<file path="src/rtl/snake_draw_if.sv">
// Cell stream, frame control and VGA pixel bus for the snake cell painter.
// master drives cells/start; slave is the painter.
interface snake_draw_if;
   logic       start;
   logic       cell_valid;
   logic       cell_ready;
   logic [5:0] cell_x;
   logic [4:0] cell_y;
   logic [2:0] cell_colour;
   logic       cell_last;
   logic       done;
   logic       bad_cell;
   logic [7:0] vga_x;
   logic [6:0] vga_y;
   logic [2:0] vga_colour;
   logic       vga_plot;

   modport master (
      output start, cell_valid, cell_x, cell_y,
      output cell_colour, cell_last,
      input  cell_ready, done, bad_cell,
      input  vga_x, vga_y, vga_colour, vga_plot
   );

   modport slave (
      input  start, cell_valid, cell_x, cell_y,
      input  cell_colour, cell_last,
      output cell_ready, done, bad_cell,
      output vga_x, vga_y, vga_colour, vga_plot
   );
endinterface

</file>
<file path="src/rtl/snake_draw.sv">
// Plots 40x30 grid cells as 4x4 pixel blocks on a 160x120 VGA bus.
// Define SNAKE_DRAW_GAP_EN to plot 3x3 blocks with a one-pixel gap.
module snake_draw (
   input  logic        clk,
   input  logic        rst,
   snake_draw_if.slave bus
);
   typedef enum logic [1:0] {
      S_IDLE, S_ACCEPT, S_DRAW, S_DONE
   } state_t;

   state_t     state_q, state_d;
   logic [5:0] cx_q, cx_d;
   logic [4:0] cy_q, cy_d;
   logic [2:0] col_q, col_d;
   logic       last_q, last_d;
   logic [1:0] px_q, px_d;
   logic [1:0] py_q, py_d;
   logic       done_q, done_d;
   logic       bad_q, bad_d;
   logic       plot_q, plot_d;
   logic [7:0] x_q, x_d;
   logic [6:0] y_q, y_d;
   logic [2:0] vcol_q, vcol_d;
   logic       legal;

   assign legal = (bus.cell_x <= 6'd39)
               && (bus.cell_y <= 5'd29);

   always_comb begin
      state_d = state_q;
      cx_d    = cx_q;
      cy_d    = cy_q;
      col_d   = col_q;
      last_d  = last_q;
      px_d    = px_q;
      py_d    = py_q;
      done_d  = done_q;
      bad_d   = bad_q;
      x_d     = x_q;
      y_d     = y_q;
      vcol_d  = 3'd0;
      plot_d  = 1'b0;
      unique case (state_q)
         S_IDLE: begin
            cx_d   = 6'd0;
            cy_d   = 5'd0;
            col_d  = 3'd0;
            last_d = 1'b0;
            px_d   = 2'd0;
            py_d   = 2'd0;
            done_d = 1'b0;
            if (bus.start) begin
               bad_d   = 1'b0;
               state_d = S_ACCEPT;
            end
         end
         S_ACCEPT: begin
            if (bus.cell_valid) begin
               cx_d   = bus.cell_x;
               cy_d   = bus.cell_y;
               col_d  = bus.cell_colour;
               last_d = bus.cell_last;
               if (legal) begin
                  state_d = S_DRAW;
                  px_d    = 2'd0;
                  py_d    = 2'd0;
                  x_d     = {bus.cell_x, 2'b00};
                  y_d     = {bus.cell_y, 2'b00};
                  vcol_d  = bus.cell_colour;
                  plot_d  = 1'b1;
               end else begin
                  bad_d = 1'b1;
                  if (bus.cell_last) begin
                     state_d = S_DONE;
                     done_d  = 1'b1;
                  end
               end
            end
         end
         S_DRAW: begin
            // px_q/py_q index the pixel currently on the bus
            if (px_q == 2'd3 && py_q == 2'd3) begin
               state_d = last_q ? S_DONE : S_ACCEPT;
               done_d  = last_q;
            end else begin
               px_d = px_q + 2'd1;
               if (px_q == 2'd3) py_d = py_q + 2'd1;
               x_d    = {cx_q, 2'b00} + {6'd0, px_d};
               y_d    = {cy_q, 2'b00} + {5'd0, py_d};
               vcol_d = col_q;
`ifdef SNAKE_DRAW_GAP_EN
               plot_d = (px_d != 2'd3) && (py_d != 2'd3);
`else
               plot_d = 1'b1;
`endif
            end
         end
         S_DONE: begin
            if (!bus.start) begin
               state_d = S_IDLE;
               done_d  = 1'b0;
            end
         end
      endcase
   end

   always_ff @(posedge clk) begin
      if (rst) begin
         state_q <= S_IDLE;
         cx_q    <= 6'd0;
         cy_q    <= 5'd0;
         col_q   <= 3'd0;
         last_q  <= 1'b0;
         px_q    <= 2'd0;
         py_q    <= 2'd0;
         done_q  <= 1'b0;
         bad_q   <= 1'b0;
         plot_q  <= 1'b0;
         x_q     <= 8'd0;
         y_q     <= 7'd0;
         vcol_q  <= 3'd0;
      end else begin
         state_q <= state_d;
         cx_q    <= cx_d;
         cy_q    <= cy_d;
         col_q   <= col_d;
         last_q  <= last_d;
         px_q    <= px_d;
         py_q    <= py_d;
         done_q  <= done_d;
         bad_q   <= bad_d;
         plot_q  <= plot_d;
         x_q     <= x_d;
         y_q     <= y_d;
         vcol_q  <= vcol_d;
      end
   end

   assign bus.cell_ready = (state_q == S_ACCEPT);
   assign bus.done       = done_q;
   assign bus.bad_cell   = bad_q;
   assign bus.vga_plot   = plot_q;
   assign bus.vga_x      = x_q;
   assign bus.vga_y      = y_q;
   assign bus.vga_colour = vcol_q;
endmodule

</file>
<file path="src/flat_wrapper.sv">
// flat-port wrapper written by rule: the top's interface ports become plain ports
module snake_draw_flat 
  (clk, rst, bus_start, bus_cell_valid, bus_cell_x, bus_cell_y, bus_cell_colour, bus_cell_last, bus_cell_ready, bus_done, bus_bad_cell, bus_vga_x, bus_vga_y, bus_vga_colour, bus_vga_plot);
  snake_draw_if bus_i ();
  input  logic clk;
  input  logic rst;
  input wire logic [$bits(bus_i.start)-1:0] bus_start;
  input wire logic [$bits(bus_i.cell_valid)-1:0] bus_cell_valid;
  input wire logic [$bits(bus_i.cell_x)-1:0] bus_cell_x;
  input wire logic [$bits(bus_i.cell_y)-1:0] bus_cell_y;
  input wire logic [$bits(bus_i.cell_colour)-1:0] bus_cell_colour;
  input wire logic [$bits(bus_i.cell_last)-1:0] bus_cell_last;
  output wire logic [$bits(bus_i.cell_ready)-1:0] bus_cell_ready;
  output wire logic [$bits(bus_i.done)-1:0] bus_done;
  output wire logic [$bits(bus_i.bad_cell)-1:0] bus_bad_cell;
  output wire logic [$bits(bus_i.vga_x)-1:0] bus_vga_x;
  output wire logic [$bits(bus_i.vga_y)-1:0] bus_vga_y;
  output wire logic [$bits(bus_i.vga_colour)-1:0] bus_vga_colour;
  output wire logic [$bits(bus_i.vga_plot)-1:0] bus_vga_plot;
  assign bus_i.start = bus_start;
  assign bus_i.cell_valid = bus_cell_valid;
  assign bus_i.cell_x = bus_cell_x;
  assign bus_i.cell_y = bus_cell_y;
  assign bus_i.cell_colour = bus_cell_colour;
  assign bus_i.cell_last = bus_cell_last;
  assign bus_cell_ready = bus_i.cell_ready;
  assign bus_done = bus_i.done;
  assign bus_bad_cell = bus_i.bad_cell;
  assign bus_vga_x = bus_i.vga_x;
  assign bus_vga_y = bus_i.vga_y;
  assign bus_vga_colour = bus_i.vga_colour;
  assign bus_vga_plot = bus_i.vga_plot;
  snake_draw u_core (.clk(clk), .rst(rst), .bus(bus_i));
endmodule
</file>
<file path="config.mk">
export PLATFORM = sky130hd
export DESIGN_NAME = snake_draw_flat
export DESIGN_NICKNAME = d
export VERILOG_FILES = /design/src/rtl/snake_draw_if.sv /design/src/rtl/snake_draw.sv /design/src/flat_wrapper.sv
export SDC_FILE = /design/constraint.sdc
export NUM_CORES = 1
export LEC_CHECK = 0
export BUFFER_PORTS_ARGS = -buffer_cell sky130_fd_sc_hd__buf_2
export CAP_MARGIN = 5
export CORE_ASPECT_RATIO = 1.2
export CORE_UTILIZATION = 53
export DETAILED_ROUTE_END_ITERATION = 16
export PLACE_DENSITY_LB_ADDON = 0.12
export REMOVE_ABC_BUFFERS = 1
export SYNTH_ARGS = -nofsm -noshare
export SYNTH_HDL_FRONTEND = slang
export SYNTH_SLANG_ARGS = --single-unit
</file>
<file path="constraint.sdc">
create_clock -name clk -period 2.2 [get_ports clk]
set_input_delay 0.22 -clock clk [delete_from_list [all_inputs] [get_ports clk]]
set_output_delay 0.22 -clock clk [all_outputs]
set_load 0.02 [all_outputs]
</file>
==> impl_metrics.csv <==
group,metric,value,unit
run_status,status,"complete, no violations",
timing,rsz0062_at_grt,"false",
placed_design,portBuffers,40,
timing,hold_violations,0,
finish,num_antenna_cells,0,
detailed_routing,finalWirelength,4490,um
yosys,synth_common_cells,"42 x dfxtp_1, 21 x nor2_1, 17 x a21oi_1",
finish,post_route_cells_drive_above_1_share,0.303,
timing,slew_headroom,0.577,
critical_path,arrival,2.15,ns
floorplanning,core,3420,um2
clock_tree,post_cts_buffers,0,
job,max_cap_violations,0,
finish,fill_cells,304,
critical_path,slowest_delay,0.44,ns
critical_path,cp-start-kind,"flop",
detailed_routing,drtPass1Iterations,4,
timing,post-route-min-period,1.95,ns
timing,slew_violations,0,
critical_path,crit_path_top_delay_cell,"dfxtp_1",
power,total_power,2540,uW
global_route,grt_usage,0.247,
yosys,ys_top_cells_by_area,"dfxtp_1 43%, a211oi_2 6.4%, mux2i_1 6.2%",
power,power_density,1110,nW/um2
timing,finClkSkew,0.00668,ns
global_route,grt_antenna_before_repair,0,
yosys,syn_area,1950,um2
yosys,synth_top_area_cell,"dfxtp_1",
yosys,synth-edff-count,0,
clock_tree,cts_sinks,42,
yosys,synthCells,201,
floorplanning,die_area,3920,um2
finish,syn2layout_area_growth,17.3,%
yosys,ys_ff_latch,42,
placed_design,gp_congestion,0.820,
critical_path,cp.depth,6,
global_route,grt_start_max_net_pins,26,
critical_path,crit_type,"flop to flop",
yosys,yosysMostFrequentCell,"dfxtp_1",
yosys,synth_area_per_cell,9.69,um2
floorplanning,die_w,57.3,um
global_route,grt_pass1_vias,1565,
finish,final_core_util,0.667,
global_route,grt_pass1_wl,7250,um
critical_path,worstPathRequired,2.40,ns
detailed_routing,vias_per_cell,6.05,
critical_path,path_buf_inv,1,
yosys,synth_top_area_share,0.432,
timing,setup_viol,0,
worst_hold_path,hold_path_class,"input port to flop",
placed_design,dp_hpwl,3190,um
timing,whs,0.190,ns
detailed_routing,drtIter0Drc,107,
finish,final_nets,267,
yosys,yosys_warnings,0,
timing,worst_pin_slew,0.634,ns
floorplanning,fp-row-count,23,
global_route,overflow,0,
yosys,yosysSeqAreaShare,0.432,
timing,final.period_utilization,0.888,
critical_path,r2r-end,"u_core.bus.vga_x[0]$_SDFFE_PP0P_",
clock_tree,htreeDepth,2,
clock_tree,clock_path_buffers,2,
detailed_routing,drc,0,
floorplanning,dieHeight,68.4,um
yosys,ys_types,40,
detailed_routing,wire_per_inst,16.2,um
critical_path,worst-path-max-fanout,15,
yosys,async_flop_share,0,
clock_tree,cts_root_buf,"clkbuf_8",
critical_path,end_kind,"flop",
power,leakage,0.000928,uW
detailed_routing,vias,1681,
critical_path,path_cells,"inv_1, ha_1, and2_1, a32o_1, and2_4, o32ai_1",
clock_tree,clk_latency,0.30,ns
critical_path,reg2reg_depth,6,
critical_path,regToRegSetupSlack,0.25,ns
critical_path,r2r-start,"u_core.state_q[1]$_SDFFE_PP0P_",
clock_tree,cts_hold_buffers,0,
critical_path,endpoint,"u_core.bus.vga_x[0]$_SDFFE_PP0P_",
floorplanning,initial_core_util,0.569,
timing,fmax,512,MHz
critical_path,cp_top_family,"compound AO/OA/AOI/OAI gates",
clock_tree,numCtsBuffers,5,
critical_path,critPathLaunch,"u_core.state_q[1]$_SDFFE_PP0P_",
floorplanning,boundaryPins,41,
yosys,synth-main-ff-cell,"dfxtp_1",
power,ir_worst_vdd,0.612,mV
detailed_routing,ant_nets,0,
clock_tree,clk_pin_slew,0.08,ns
clock_tree,cts_tree,"done",
-- cell families (layout without fill, tap and decap cells) --
group / count (synthesis) / after routing / share of synthesized area
adder cells (fa/ha/maj): 7 / 7 / 0.0450
multiplexers: 14 / 14 / 0.0732
AO/OA/AOI/OAI: 69 / 69 / 0.267
buffers and inverters: 20 / 60 / 0.0495
XOR/XNOR: 1 / 1 / 0.00450
AND/OR/NAND/NOR: 48 / 48 / 0.129
flip-flops: 42 / 42 / 0.432
-- worst register-to-register path: stages, from the launching register on --
cell     delay [ns]
dfxtp_1        0.44
inv_1          0.12
ha_1           0.24
and2_1         0.25
a32o_1         0.31
and2_4         0.25
o32ai_1        0.26
-- worst min-delay path by stage --
stage	start	endpoint	depth (start not counted)	slack (ns)
after global routing	bus_cell_colour[1]	u_core.col_q[1]$_SDFFE_PP0P_	3	0.21
after detailed placement	u_core.bus.bad_cell$_SDFFE_PP0P_	u_core.bus.bad_cell$_SDFFE_PP0P_	2	0.45
after CTS	bus_cell_x[1]	u_core.cx_q[1]$_SDFFE_PP0P_	3	0.18
after global placement	u_core.bus.bad_cell$_SDFFE_PP0P_	u_core.bus.bad_cell$_SDFFE_PP0P_	2	0.44
final	bus_cell_x[1]	u_core.cx_q[1]$_SDFFE_PP0P_	3	0.19
after floorplan	rst	u_core.bus.vga_x[2]$_SDFFE_PP0P_	1	0.28
-- layer usage --
metal  global-route usage  wire, um  vias up
met5                    0         0        -
met4                0.119        90        0
met3               0.0624       136       11
met2                0.427      2340       27
met1                0.287      1920      829
li1                     -         -      814
-- flip-flops by register name (all words and copies together), names as in the netlist --
register and count:
u_core.bus.bad_cell 1, u_core.bus.done 1, u_core.bus.vga_colour 3, u_core.bus.vga_plot 1, u_core.bus.vga_x 8, u_core.bus.vga_y 7
u_core.col_q 3, u_core.cx_q 6, u_core.cy_q 5, u_core.last_q 1, u_core.px_q 2, u_core.py_q 2
u_core.state_q 2
-- cells in the final DEF, fill, tap and decap left out, types with 2 or more instances in the layout --
master    instances
buf_4             6
a32oi_1           3
nand2b_1          3
buf_2            40
dfxtp_1          42
and2_1            2
nand3_1           2
nor2_1           20
a211oi_2         10
mux2i_1          12
clkbuf_8          6
mux2_2            2
ha_1              7
a21oi_1          17
inv_1             7
nand3b_1          3
nand2_1           5
o21ai_0          10
o32ai_1           4
nor2b_1           6
a22oi_1          15
-- area by class of cell --
cell class / instances / area [um2] / share of cell area
clock buffer: 6 / 82.6 / 0.0361
timing repair buffer: 46 / 245 / 0.107
inverter: 7 / 26.3 / 0.0115
multi-input combinational: 139 / 1010 / 0.444
clock inverter: 1 / 30.0 / 0.0131
sequential: 42 / 841 / 0.368
tap: 37 / 46.3 / 0.0203
-- report_power, final --
group          leakage, uW  total (uW)  switching (uW)  internal (uW)
sequential        0.000341         954            72.1            882
combinational     0.000530         971             605            366
clock            0.0000573         618             256            363
total             0.000928        2540             933           1610
-- through the flow --
step / cell area, um2 / std cells / setup TNS (ns) / setup slack, ns
6_report: 2280 / 278 / 0 / 0.247
3_3_place_gp: 2170 / 271 / 0 / 0.214
4_1_cts: 2280 / 278 / 0 / 0.257
2_1_floorplan: 1880 / 188 / -0.00748 / -0.00748
5_1_grt: 2280 / 278 / 0 / 0.115
3_5_place_dp: 2170 / 271 / 0 / 0.0270
-- what timing repair did --
action,4_1_cts,5_1_grt
endpoints found under the hold margin,0,0
setup endpoints to repair,4,0
gates resized for setup,1,0
No activity file was read; power rests on OpenSTA's default activity.
